**src/rtl/three_input_debouncer_pkg.sv**
```systemverilog
// Shared lab timing constants used to derive default debounce lengths.
package lab_consts;

   localparam int unsigned CLK_FREQ_HZ             = 100_000_000;
   localparam int unsigned DEBOUNCE_MS             = 1;
   localparam int unsigned DEFAULT_DEBOUNCE_CYCLES = (CLK_FREQ_HZ / 1000) * DEBOUNCE_MS;

endpackage

```
**src/rtl/three_input_debouncer_channel.sv**
```systemverilog
// Single-line conditioner: 2-flop synchroniser, stability counter, and
// registered rise/fall pulses aligned with the committed level.
module debounce_channel
   import lab_consts::*;
#(
   parameter int unsigned DEBOUNCE_CYCLES = DEFAULT_DEBOUNCE_CYCLES,
   parameter int unsigned CNT_W           = 17
) (
   input  logic clk,
   input  logic rst_n,
   input  logic din,
   output logic dout,
   output logic rise,
   output logic fall
);

   localparam logic [CNT_W-1:0] CNT_LAST = CNT_W'(DEBOUNCE_CYCLES - 1);

   if (DEBOUNCE_CYCLES < 1) begin : g_bad_cycles
      $error("debounce_channel: DEBOUNCE_CYCLES must be >= 1");
   end
   if ((64'd1 << CNT_W) < 64'(DEBOUNCE_CYCLES)) begin : g_bad_cnt_w
      $error("debounce_channel: CNT_W too narrow for DEBOUNCE_CYCLES");
   end

   logic             s1;
   logic             s2;
   logic [CNT_W-1:0] cnt;

   always_ff @(posedge clk or negedge rst_n) begin
      if (!rst_n) begin
         s1   <= 1'b0;
         s2   <= 1'b0;
         cnt  <= '0;
         dout <= 1'b0;
         rise <= 1'b0;
         fall <= 1'b0;
      end else begin
         s1   <= din;
         s2   <= s1;
         rise <= 1'b0;
         fall <= 1'b0;
         if (s2 == dout) begin
            cnt <= '0;
         end else if (cnt == CNT_LAST) begin
            // Commit on the same edge as the pulse so both appear together.
            dout <= s2;
            cnt  <= '0;
            rise <= s2;
            fall <= ~s2;
         end else begin
            cnt <= cnt + CNT_W'(1);
         end
      end
   end

endmodule

```
**src/rtl/three_input_debouncer.sv**
```systemverilog
// Three independent debounced switch channels feeding the NOR gate inputs a/b/c.
module three_input_debouncer
   import lab_consts::*;
#(
   parameter int unsigned DEBOUNCE_CYCLES = DEFAULT_DEBOUNCE_CYCLES,
   parameter int unsigned CNT_W           = 17
) (
   input  logic       clk,
   input  logic       rst_n,
   input  logic [2:0] sw_in,
   output logic [2:0] sw_db,
   output logic [2:0] sw_rise,
   output logic [2:0] sw_fall
);

   for (genvar i = 0; i < 3; i++) begin : g_ch
      debounce_channel #(
         .DEBOUNCE_CYCLES (DEBOUNCE_CYCLES),
         .CNT_W           (CNT_W)
      ) u_ch (
         .clk   (clk),
         .rst_n (rst_n),
         .din   (sw_in[i]),
         .dout  (sw_db[i]),
         .rise  (sw_rise[i]),
         .fall  (sw_fall[i])
      );
   end

endmodule
```
**config.mk**
```make
export PLATFORM = sky130hd
export DESIGN_NAME = three_input_debouncer
export DESIGN_NICKNAME = d
export VERILOG_FILES = /design/src/rtl/three_input_debouncer_pkg.sv /design/src/rtl/three_input_debouncer_channel.sv /design/src/rtl/three_input_debouncer.sv
export SDC_FILE = /design/constraint.sdc
export NUM_CORES = 1
export LEC_CHECK = 0
export ABC_AREA = 1
export CAP_MARGIN = 40
export CORE_MARGIN = 2
export CORE_UTILIZATION = 53
export DETAILED_ROUTE_END_ITERATION = 12
export PLACE_DENSITY_LB_ADDON = 0.1
export SLEW_MARGIN = 0
export SYNTH_ARGS = -nofsm -noshare
export SYNTH_HDL_FRONTEND = slang
export SYNTH_SLANG_ARGS = --single-unit
```
**constraint.sdc**
```tcl
create_clock -name clk -period 1.38 [get_ports clk]
set_input_delay 0.207 -clock clk [delete_from_list [all_inputs] [get_ports clk]]
set_output_delay 0.207 -clock clk [all_outputs]
set_load 0.02 [all_outputs]
```
# --- Word-level counts from Yosys, hierarchy flattened ---
# Cells that the tools add are included.
# Widths: inputs -> output; s select.
totals:
  ff_bits: 66
  output_inout_bits: 9
  wordCells: 54
classes:
  add_sub_neg: 3
  n_eq_ne: 6
  n_mux: 18
  n_bitwise: 6
  reduce_logical: 3
op_table:
  columns: ["op", "n"]
  rows:
  - ["$mux 17", 6]
  - ["$add 17x1->17 const B", 3]
  - ["$eq 17x17->1 const B", 3]
  - ["$mux 1", 12]
  - ["$not 1->1", 6]
  - ["$reduce_and 2->1", 3]
  - ["$eq 1x1->1", 3]

# --- Logic depth before layout (Yosys ltp) ---
# Gate-level depths: netlist (run 1).
depth:
  word_depth: 3
  ltp_mapped: 9

# --- By module ---
# From an unflattened synthesis (run 1), not the netlist that was laid out.
hier_totals:
  cells_unflattened: 447
  hier_area_um2: 3423.3
modules_own_cells:
  columns: ["module", "n_inst", "cells_each", "area_each_um2"]
  rows:
  - ["debounce_channel", 3, 149, 1141.1]

# --- Worst setup path after synthesis (run 1) ---
# Ideal clock, no wire load.
synth_path:
  kind: "reg-to-reg"
  start: "reg g_ch[0].u_ch.cnt[0]"
  end: "reg g_ch[0].u_ch.cnt[15]"
  setup_time_ps: 121
  arrival_ps: 1122
  setup_slack_ps: 136
  stages_incl_launch_ff: 7
  path_buffers: 0
  path_cell_list: "dfrtp_1 > ha_1 > nand3_1 > nor2_1 > nand3_1 > nand2_2 > nor2_1"
synth_between:
  elab_chain_len: 3
  elab_cells_between_ends: 4
synth_lines:
  columns: ["element", "line", "rtl"]
  rows:
  - ["from (decl)", "three_input_debouncer_channel.sv:28", "logic [CNT_W-1:0] cnt;"]
  - ["from (signal assigned)", "three_input_debouncer_channel.sv:52", "cnt <= cnt + CNT_W'(1);"]
  - ["$add 17x1->17 / $eq 17x17->1 (equally long branches)", "three_input_debouncer_channel.sv:52, three_input_debouncer_channel.sv:45", null]
  - ["$mux 17 (*)", "three_input_debouncer_channel.sv:45", "end else if (cnt == CNT_LAST) begin"]
  - ["$mux 17 (*)", "three_input_debouncer_channel.sv:43", "if (s2 == dout) begin"]
# Every way passes the cells marked *; elsewhere a longest branch is shown, timed or not.
# A chain may end at the register's enable or synchronous reset.

# --- Worst setup path after layout (run 1) ---
layout_path:
  start: "reg g_ch[1].u_ch.cnt[13]"
  end: "reg g_ch[1].u_ch.cnt[15]"
layout_between:
  elab_chain_len: 3
  elab_cells_between_ends: 4
layout_lines:
  columns: ["element", "line"]
  rows:
  - ["from (decl)", "three_input_debouncer_channel.sv:28"]
  - ["from (signal assigned)", "three_input_debouncer_channel.sv:52"]
  - ["$add 17x1->17 / $eq 17x17->1 (equally long branches)", "three_input_debouncer_channel.sv:52, three_input_debouncer_channel.sv:45"]
  - ["$mux 17 (*)", "three_input_debouncer_channel.sv:45"]
  - ["$mux 17 (*)", "three_input_debouncer_channel.sv:43"]
# Marks and branches as above.

==> impl_metrics.prom, run 1 <==
# TYPE chip_impl_metric gauge
chip_impl_metric{name="simple_gate_fraction_of_synth_area",unit="%"} 38.1
chip_impl_info{name="timing.setup.critical_path_class",value="flip-flop to flip-flop"} 1
chip_impl_metric{name="slew_headroom",unit="%"} 76.9
chip_impl_metric{name="synthesized_instance_count",unit=""} 469
chip_impl_metric{name="synth_edf_count",unit=""} 0
chip_impl_metric{name="final-hold-violation-count",unit=""} 0
chip_impl_metric{name="antenna_cells",unit=""} 0
chip_impl_metric{name="drtAntennaViolNets",unit=""} 0
chip_impl_metric{name="area_of_the_core",unit="mm^2"} 0.00639
chip_impl_metric{name="grt_remaining_overflow",unit=""} 0
chip_impl_metric{name="floorplan.io_pins",unit=""} 14
chip_impl_metric{name="initial_core_utilization",unit="%"} 55.0
chip_impl_info{name="rsz0062_at_grt",value="yes"} 1
chip_impl_info{name="largest_family_of_logic_cells_by_synthesized_area",value="simple AND/OR/NAND/NOR gates"} 1
chip_impl_metric{name="rows",unit=""} 29
chip_impl_info{name="synth.top_cells.by_area",value="sky130_fd_sc_hd__dfrtp_1 47%, sky130_fd_sc_hd__nand2_1 13%, sky130_fd_sc_hd__nor2_1 12%"} 1
chip_impl_metric{name="drt-initial-drc-count",unit=""} 146
chip_impl_metric{name="yosys-mux-area-fraction",unit="%"} 0
chip_impl_info{name="cts_tree",value="yes"} 1
chip_impl_metric{name="reg2reg_depth",unit=""} 6
chip_impl_metric{name="route.detailed.wl_per_inst",unit="um"} 12.5
chip_impl_metric{name="vias_in_the_first_global_route",unit=""} 2875
chip_impl_metric{name="total_switching_power",unit="mW"} 0.891
chip_impl_metric{name="die_height",unit="um"} 85.4
chip_impl_metric{name="antenna_found_initial",unit=""} 0
chip_impl_info{name="cts_root_buffer",value="sky130_fd_sc_hd__clkbuf_8"} 1
chip_impl_metric{name="share_clk_of_total_power",unit="%"} 42.3
chip_impl_metric{name="first_pass_grt_wire_length",unit="um"} 12500
chip_impl_info{name="setup.worst_path.start_class",value="flip-flop"} 1
chip_impl_metric{name="worstSkewPairLatency",unit="ns"} 0.34
chip_impl_metric{name="mappedNetlistArea",unit="mm^2"} 0.00351
chip_impl_metric{name="intPower",unit="mW"} 2.86
chip_impl_metric{name="detailedPlace.worstSlack",unit="ns"} 0.0290
chip_impl_metric{name="layout_worst_path_cycle_share",unit="%"} 96.8
chip_impl_info{name="endpoint_kind",value="flip-flop"} 1
chip_impl_metric{name="synth_xor_xnor_area_share",unit="%"} 3.74
chip_impl_metric{name="clock.fmax",unit="MHz"} 748
chip_impl_metric{name="synth_seq_area_share",unit="%"} 47.0
chip_impl_info{name="run_status",value="finished, final reports clean"} 1
chip_impl_metric{name="die_w",unit="um"} 85.4
chip_impl_metric{name="cts-buffers-inserted",unit=""} 9
chip_impl_metric{name="route.final.wire_length",unit="um"} 7400
chip_impl_metric{name="clock_tree_sinks",unit=""} 66
chip_impl_metric{name="power.switching_fraction",unit="%"} 23.8
chip_impl_info{name="worstHoldPathType",value="primary input to flip-flop"} 1
chip_impl_metric{name="finalMaxSlewViolations",unit=""} 0
chip_impl_metric{name="route.detailed.vias_per_inst",unit=""} 5.05
chip_impl_metric{name="powerDensity",unit="mW/mm^2"} 889
chip_impl_metric{name="power.ir.vdd_worst",unit="mV"} 0.690
chip_impl_metric{name="clock_path_buffers",unit=""} 2
chip_impl_metric{name="detailed_place_hpwl",unit="um"} 4950
chip_impl_metric{name="buffer_ports.inserted",unit=""} 13
chip_impl_metric{name="synth_fa_ha_area_share",unit="%"} 1.07
chip_impl_metric{name="seq_power_share",unit="%"} 53.1
chip_impl_metric{name="clock-skew-final",unit="ns"} 0.00624
chip_impl_metric{name="post_route_cells_drive_above_1_share",unit="%"} 20.2
chip_impl_metric{name="post_synth.cell_area_avg",unit="um^2"} 7.49
chip_impl_metric{name="drt-pass1-iter-count",unit=""} 4
chip_impl_metric{name="grt_max_degree",unit=""} 67
chip_impl_metric{name="critical_path_arrival",unit="ns"} 1.57
chip_impl_metric{name="utilization",unit="%"} 66.0
chip_impl_metric{name="grt_use_total",unit="%"} 21.8
chip_impl_info{name="synth_ff_type",value="sky130_fd_sc_hd__dfrtp_1"} 1
chip_impl_metric{name="number_of_remaining_drc_errors",unit=""} 0
chip_impl_metric{name="critical_path_required",unit="ns"} 1.61
chip_impl_metric{name="hold_path_depth",unit=""} 1
chip_impl_metric{name="synth_top_area_share",unit="%"} 47.0
chip_impl_metric{name="synth-compound-area-share",unit="%"} 2.64
chip_impl_metric{name="finish.net_count",unit=""} 519
chip_impl_metric{name="timing.final.setup_violations",unit=""} 0
chip_impl_metric{name="ys_warn_count",unit=""} 0
chip_impl_metric{name="leakage",unit="nW"} 1.83
chip_impl_metric{name="post-layout-total-power",unit="mW"} 3.75
chip_impl_metric{name="post-route-min-period",unit="ns"} 1.34
chip_impl_metric{name="die-area",unit="mm^2"} 0.00730
chip_impl_metric{name="ys_ff_latch",unit=""} 66
chip_impl_metric{name="drv.max_cap_violation_count",unit=""} 0
chip_impl_metric{name="path_max_fanout",unit=""} 5
chip_impl_metric{name="clkTransAtPathRegs",unit="ns"} 0.07
chip_impl_metric{name="ys_async_sr_fraction",unit="%"} 100
chip_impl_metric{name="area_growth",unit="%"} 20.0
chip_impl_metric{name="post_route_setup_slack",unit="ns"} 0.0438
chip_impl_metric{name="tightestPinTransition",unit="ns"} 0.347
chip_impl_metric{name="ctsHtreeMaxLevel",unit=""} 3
chip_impl_metric{name="yosysUniqueCellTypes",unit=""} 22
chip_impl_info{name="netlist.top_cell.by_area",value="sky130_fd_sc_hd__dfrtp_1"} 1
chip_impl_metric{name="p_comb_share",unit="%"} 4.6
chip_impl_metric{name="via_count",unit=""} 2995
chip_impl_metric{name="syn-num-nets",unit=""} 477
chip_impl_metric{name="place_congestion",unit=""} 0.876
## placed cells by master (no fill, tap or decap), types with 2 or more instances in the layout
cell,Yosys,final
sky130_fd_sc_hd__o21ai_1,8,6
sky130_fd_sc_hd__clkinv_2,0,3
sky130_fd_sc_hd__inv_2,1,3
sky130_fd_sc_hd__nand2_1,119,113
sky130_fd_sc_hd__xor2_1,14,14
sky130_fd_sc_hd__buf_12,0,2
sky130_fd_sc_hd__dfrtp_1,66,63
sky130_fd_sc_hd__nand4_1,12,12
sky130_fd_sc_hd__inv_1,51,49
sky130_fd_sc_hd__o21ai_2,0,3
sky130_fd_sc_hd__nor3b_1,2,2
sky130_fd_sc_hd__nor3_1,10,6
sky130_fd_sc_hd__o21bai_1,5,5
sky130_fd_sc_hd__dlygate4sd2_1,0,8
sky130_fd_sc_hd__clkdlybuf4s50_1,0,3
sky130_fd_sc_hd__dfrtp_2,0,3
sky130_fd_sc_hd__nor2_1,109,99
sky130_fd_sc_hd__clkbuf_8,0,9
sky130_fd_sc_hd__nor3_2,0,4
sky130_fd_sc_hd__nor2_2,10,17
sky130_fd_sc_hd__nand3_1,30,27
sky130_fd_sc_hd__nand3_2,1,4
sky130_fd_sc_hd__buf_4,9,22
sky130_fd_sc_hd__ha_2,0,2
sky130_fd_sc_hd__nor2_4,3,6
sky130_fd_sc_hd__nand2_4,2,5
sky130_fd_sc_hd__clkinv_4,0,2
sky130_fd_sc_hd__nand2_2,10,15
## sequential cells by signal, indices dropped and copies added (netlist names)
register        cells
g_ch.u_ch.rise      3
g_ch.u_ch.dout      3
g_ch.u_ch.cnt      51
g_ch.u_ch.fall      3
g_ch.u_ch.s1        3
g_ch.u_ch.s2        3
## through the flow
stage | setup TNS, ns | std cells | cell area (um^2) | hold slack [ns]
2_1_floorplan | 0 | 469 | 3510 | -0.0886
3_3_place_gp | 0 | 568 | 3830 | 0.252
3_5_place_dp | 0 | 568 | 3830 | 0.252
4_1_cts | 0 | 585 | 4020 | 0.283
5_1_grt | -0.678 | 593 | 4220 | 0.277
6_report | 0 | 593 | 4220 | 0.298
## timing repair
action	CTS	global route
pin swaps	0	12
buffers inserted	0	6
hold buffers	1	0
gates cloned	0	2
endpoints found under the hold margin	66	0
setup endpoints to repair	10	43
gates resized for setup	10	42
## power by group through the flow
stage | clock network [mW] | registers (mW) | logic [mW]
6_report | 1.59 | 1.99 | 0.172
5_1_grt | 1.73 | 1.99 | 0.202
4_1_cts | 1.64 | 1.99 | 0.142
3_5_place_dp | 0 | 2.03 | 0.140
3_3_place_gp | 0 | 2.02 | 0.138
2_1_floorplan | 0 | 2.02 | 0.0599
## critical path: stages, from the launching register on
cell and delay (ns):
sky130_fd_sc_hd__dfrtp_1 0.42, sky130_fd_sc_hd__nor2_1 0.12, sky130_fd_sc_hd__nand3_1 0.07, sky130_fd_sc_hd__nor2_1 0.22, sky130_fd_sc_hd__nand3_2 0.19, sky130_fd_sc_hd__nand2_4 0.15
sky130_fd_sc_hd__nor2_1 0.06
## layout make-up
class	instances	area, um^2
Clock buffer	9	124
Inverter	52	195
Clock inverter	7	70.1
Tap cell	77	96.3
Timing Repair Buffer	38	330
Sequential cell	66	1660
Multi-Input combinational cell	344	1750
Fill cell	571	2170
## metal layers
layer  vias to the layer above  GRT usage, %  routed length, um
met5                         -             0                  0
met4                         0          7.65                131
met3                        13          6.13                221
met2                        40          36.2               3580
met1                      1405          27.4               3460
li1                       1537             -                  -
## final timing paths
check | from | to | slack, ns
max in group asynchronous | rst_n | g_ch[1].u_ch.cnt[8] | 0.68
max reg2reg | g_ch[1].u_ch.cnt[13] | g_ch[1].u_ch.cnt[15] | 0.04
max | g_ch[1].u_ch.cnt[13] | g_ch[1].u_ch.cnt[15] | 0.04
min in group asynchronous | rst_n | g_ch[1].u_ch.cnt[4] | 0.42
min reg2reg | g_ch[0].u_ch.s1 | g_ch[0].u_ch.s2 | 0.35
min | sw_in[2] | g_ch[2].u_ch.s1 | 0.30
## cell usage after synthesis (2+ instances only)
cell and count:
sky130_fd_sc_hd__nand2_1 119, sky130_fd_sc_hd__nor2_1 109, sky130_fd_sc_hd__dfrtp_1 66, sky130_fd_sc_hd__inv_1 51, sky130_fd_sc_hd__nand3_1 30, sky130_fd_sc_hd__xor2_1 14, sky130_fd_sc_hd__nand4_1 12, sky130_fd_sc_hd__nand2_2 10
sky130_fd_sc_hd__nor2_2 10, sky130_fd_sc_hd__nor3_1 10, sky130_fd_sc_hd__buf_4 9, sky130_fd_sc_hd__o21ai_1 8, sky130_fd_sc_hd__o21bai_1 5, sky130_fd_sc_hd__ha_1 3, sky130_fd_sc_hd__nor2_4 3, sky130_fd_sc_hd__nand2_4 2
sky130_fd_sc_hd__nor3b_1 2, sky130_fd_sc_hd__o21ai_0 2
## cells by family after synthesis
kind of cell	after synthesis
fa+ha+maj	3
buf+inv	61
simple gates	308
xor+xnor	15
flops	66
compound gates	16
(Power assumes the default switching activity.)
==> inputs of run 2 (changes only) <==
==> constraint.sdc (replaced) <==
create_clock -name clk -period 1.38 [get_ports clk]
set_input_delay 0.138 -clock clk [delete_from_list [all_inputs] [get_ports clk]]
set_output_delay 0.138 -clock clk [all_outputs]
set_load 0.02 [all_outputs]
==> impl_metrics.prom, run 2 (same netlist as run 1, synthesis figures left out) <==
# TYPE chip_impl_metric gauge
chip_impl_metric{name="number_of_flip_flops_under_the_largest_register_name",unit=""} 51
chip_impl_info{name="most_common_library_cell_in_the_layout_ignoring_fill_and_taps",value="sky130_fd_sc_hd__nand2_1"} 1
chip_impl_info{name="run_status",value="finished, final reports clean"} 1
chip_impl_info{name="rsz0062_at_grt",value="yes"} 1
chip_impl_metric{name="antenna_found_initial",unit=""} 0
chip_impl_metric{name="antenna_cells",unit=""} 0
chip_impl_metric{name="critPathBufInv",unit=""} 0
chip_impl_metric{name="post-layout-total-power",unit="mW"} 3.94
chip_impl_metric{name="detailed_place_hpwl",unit="um"} 5030
chip_impl_metric{name="routed-wl-met3",unit="um"} 153
chip_impl_metric{name="critical_path_required",unit="ns"} 1.61
chip_impl_metric{name="clock-skew-final",unit="ns"} 0.0111
chip_impl_info{name="timing.critical_path.cells",value="nand2_1 -> nor2_1 -> nand3_2 -> nand2_2 -> nor2_1"} 1
chip_impl_metric{name="number_of_remaining_drc_errors",unit=""} 0
chip_impl_metric{name="area_of_the_core",unit="mm^2"} 0.00639
chip_impl_metric{name="clkTransAtPathRegs",unit="ns"} 0.07
chip_impl_metric{name="worst_path_largest_cell_delay",unit="ns"} 0.44
chip_impl_metric{name="clock_path_buffers",unit=""} 2
chip_impl_info{name="top_cell_family_by_delay_on_the_critical_path",value="simple AND/OR/NAND/NOR gates"} 1
chip_impl_metric{name="first_pass_grt_wire_length",unit="um"} 12500
chip_impl_metric{name="die_w",unit="um"} 85.4
chip_impl_metric{name="intPower",unit="mW"} 3.04
chip_impl_metric{name="wl_met2",unit="um"} 3700
chip_impl_info{name="setup.worst_path.start_class",value="flip-flop"} 1
chip_impl_info{name="rr_endpoint",value="g_ch[1].u_ch.cnt[10]"} 1
chip_impl_info{name="min-delay-start",value="sw_in[2]"} 1
chip_impl_metric{name="ff2ff_setup_slack",unit="ns"} 0.04
chip_impl_metric{name="final-hold-violation-count",unit=""} 0
chip_impl_metric{name="post_route_cells_drive_above_1_share",unit="%"} 19.5
chip_impl_info{name="critPathMostFrequentCell",value="sky130_fd_sc_hd__nor2_1"} 1
chip_impl_info{name="timing.setup.critical_path_class",value="flip-flop to flip-flop"} 1
chip_impl_metric{name="route.detailed.vias_per_inst",unit=""} 5.07
chip_impl_metric{name="share_clk_of_total_power",unit="%"} 45.1
chip_impl_metric{name="post-route-min-period",unit="ns"} 1.34
chip_impl_metric{name="totalNegativeSetupSlack",unit="ns"} 0
chip_impl_metric{name="detailedPlace.worstSlack",unit="ns"} 0.0310
chip_impl_metric{name="rows",unit=""} 29
chip_impl_metric{name="hold_path_depth",unit=""} 1
chip_impl_metric{name="via_count",unit=""} 2994
chip_impl_metric{name="wl_met1",unit="um"} 3490
chip_impl_metric{name="reg2reg_depth",unit=""} 5
chip_impl_metric{name="drv.max_cap_violation_count",unit=""} 0
chip_impl_info{name="cts_root_buffer",value="sky130_fd_sc_hd__clkbuf_8"} 1
chip_impl_metric{name="powerDensity",unit="mW/mm^2"} 934
chip_impl_metric{name="area_growth",unit="%"} 19.9
chip_impl_info{name="highest_layer",value="met4"} 1
chip_impl_metric{name="drt-pass1-iter-count",unit=""} 4
chip_impl_metric{name="path_max_fanout",unit=""} 5
chip_impl_metric{name="die_height",unit="um"} 85.4
chip_impl_metric{name="leakage",unit="nW"} 1.83
chip_impl_metric{name="clock_tree_sinks",unit=""} 66
chip_impl_metric{name="die-area",unit="mm^2"} 0.00730
chip_impl_metric{name="worstSkewPairLatency",unit="ns"} 0.34
chip_impl_metric{name="ctsHtreeMaxLevel",unit=""} 3
chip_impl_metric{name="initial_core_utilization",unit="%"} 55.0
chip_impl_metric{name="post_route_setup_slack",unit="ns"} 0.0438
chip_impl_metric{name="buffer_ports.inserted",unit=""} 13
chip_impl_metric{name="vias_in_the_first_global_route",unit=""} 2828
chip_impl_metric{name="finish.net_count",unit=""} 516
chip_impl_metric{name="timing.final.setup_violations",unit=""} 0
chip_impl_info{name="hold-path-endpoint",value="g_ch[2].u_ch.s1"} 1
chip_impl_info{name="worstHoldPathType",value="primary input to flip-flop"} 1
chip_impl_metric{name="route.final.wire_length",unit="um"} 7430
chip_impl_metric{name="seq_power_share",unit="%"} 50.7
chip_impl_metric{name="power.switching_fraction",unit="%"} 22.8
chip_impl_info{name="endpoint_kind",value="flip-flop"} 1
chip_impl_metric{name="power.ir.vdd_worst",unit="mV"} 0.633
chip_impl_metric{name="drt-initial-drc-count",unit=""} 97
chip_impl_metric{name="place_congestion",unit=""} 0.864
chip_impl_metric{name="grt_use_total",unit="%"} 21.2
chip_impl_info{name="r2r-start",value="g_ch[1].u_ch.cnt[9]"} 1
chip_impl_info{name="layout.cells.most_common_list",value="114 x sky130_fd_sc_hd__nand2_1, 96 x sky130_fd_sc_hd__nor2_1, 62 x sky130_fd_sc_hd__dfrtp_1"} 1
chip_impl_metric{name="grt_max_degree",unit=""} 67
chip_impl_metric{name="p_comb_share",unit="%"} 4.1
chip_impl_metric{name="slew_headroom",unit="%"} 77.0
chip_impl_metric{name="tightestPinTransition",unit="ns"} 0.345
chip_impl_info{name="cts_tree",value="yes"} 1
chip_impl_metric{name="cts-buffers-inserted",unit=""} 9
chip_impl_metric{name="clock.fmax",unit="MHz"} 748
chip_impl_metric{name="floorplan.io_pins",unit=""} 14
chip_impl_metric{name="route.detailed.wl_per_inst",unit="um"} 12.6
chip_impl_metric{name="layout_worst_path_cycle_share",unit="%"} 96.8
chip_impl_metric{name="finalMaxSlewViolations",unit=""} 0
chip_impl_info{name="top_register",value="g_ch.u_ch.cnt"} 1
chip_impl_metric{name="grt_remaining_overflow",unit=""} 0
chip_impl_metric{name="drtAntennaViolNets",unit=""} 0
chip_impl_metric{name="total_switching_power",unit="mW"} 0.896
chip_impl_metric{name="critical_path_arrival",unit="ns"} 1.56
chip_impl_info{name="slowest_cell_on_the_critical_path",value="sky130_fd_sc_hd__dfrtp_1"} 1
## run 2: cell types whose count changed in the layout (fill, tap and decap cells not counted), moves of 2 or more
cell | before | now
sky130_fd_sc_hd__buf_4 | 22 | 20
sky130_fd_sc_hd__ha_2 | 2 | 0
sky130_fd_sc_hd__ha_4 | 1 | 3
sky130_fd_sc_hd__nor2_1 | 99 | 96
sky130_fd_sc_hd__nor2_2 | 17 | 20
sky130_fd_sc_hd__o21ai_1 | 6 | 8
sky130_fd_sc_hd__o21ai_2 | 3 | 0
## run 2: repair_timing
action	4_1_cts	5_1_grt
resized for setup	9	42
buffers inserted	0	4
hold endpoints to repair	66	0
setup endpoints to repair	9	40
pin swaps	0	14
hold buffers	1	0
cloned	0	2
## run 2: metrics by stage
step	area, um^2	std cells	hold slack (ns)	util (%)
finish	4210	590	0.239	66.0
global route	4210	590	0.222	66.0
CTS	4020	584	0.221	63.0
detailed placement	3810	567	0.183	59.6
global placement	3810	567	0.181	59.6
floorplan	3510	469	-0.158	-
## run 2: worst max-delay path by stage
stage	startpoint	end	slack [ns]	depth (start not counted)
final	g_ch[1].u_ch.cnt[9]	g_ch[1].u_ch.cnt[10]	0.04	5
after detailed placement	g_ch[2].u_ch.cnt[0]	g_ch[2].u_ch.cnt[14]	0.03	7
after global placement	g_ch[2].u_ch.cnt[0]	g_ch[2].u_ch.cnt[12]	0.09	9
after floorplan	g_ch[0].u_ch.cnt[0]	g_ch[0].u_ch.cnt[15]	0.14	6
after CTS	g_ch[1].u_ch.cnt[0]	g_ch[1].u_ch.cnt[16]	0.02	6
after global routing	g_ch[2].u_ch.cnt[1]	g_ch[2].u_ch.cnt[12]	-0.04	9
## run 2: power groups by stage
stage | registers, mW | clock network (mW) | logic, mW
floorplan | 2.02 | 0 | 0.0599
global placement | 2.02 | 0 | 0.136
detailed placement | 2.02 | 0 | 0.140
CTS | 1.99 | 1.82 | 0.143
global route | 2.00 | 1.91 | 0.189
finish | 2.00 | 1.78 | 0.162
## run 2: cell type report
| type | instances | area [um^2] |
|---|---|---|
| clock buffer | 9 | 124 |
| clock inverter | 7 | 92.6 |
| fill | 557 | 2170 |
| inverter | 52 | 195 |
| multi-input combinational | 344 | 1750 |
| sequential | 66 | 1660 |
| tap | 77 | 96.3 |
| timing repair buffer | 35 | 294 |
## run 2: metal layers
metal  track usage [%]  vias to the layer above
li1                  -                     1530
met1              28.5                     1421
met2              34.1                       36
met3              3.02                        7
met4              9.52                        0
met5                 0                        -
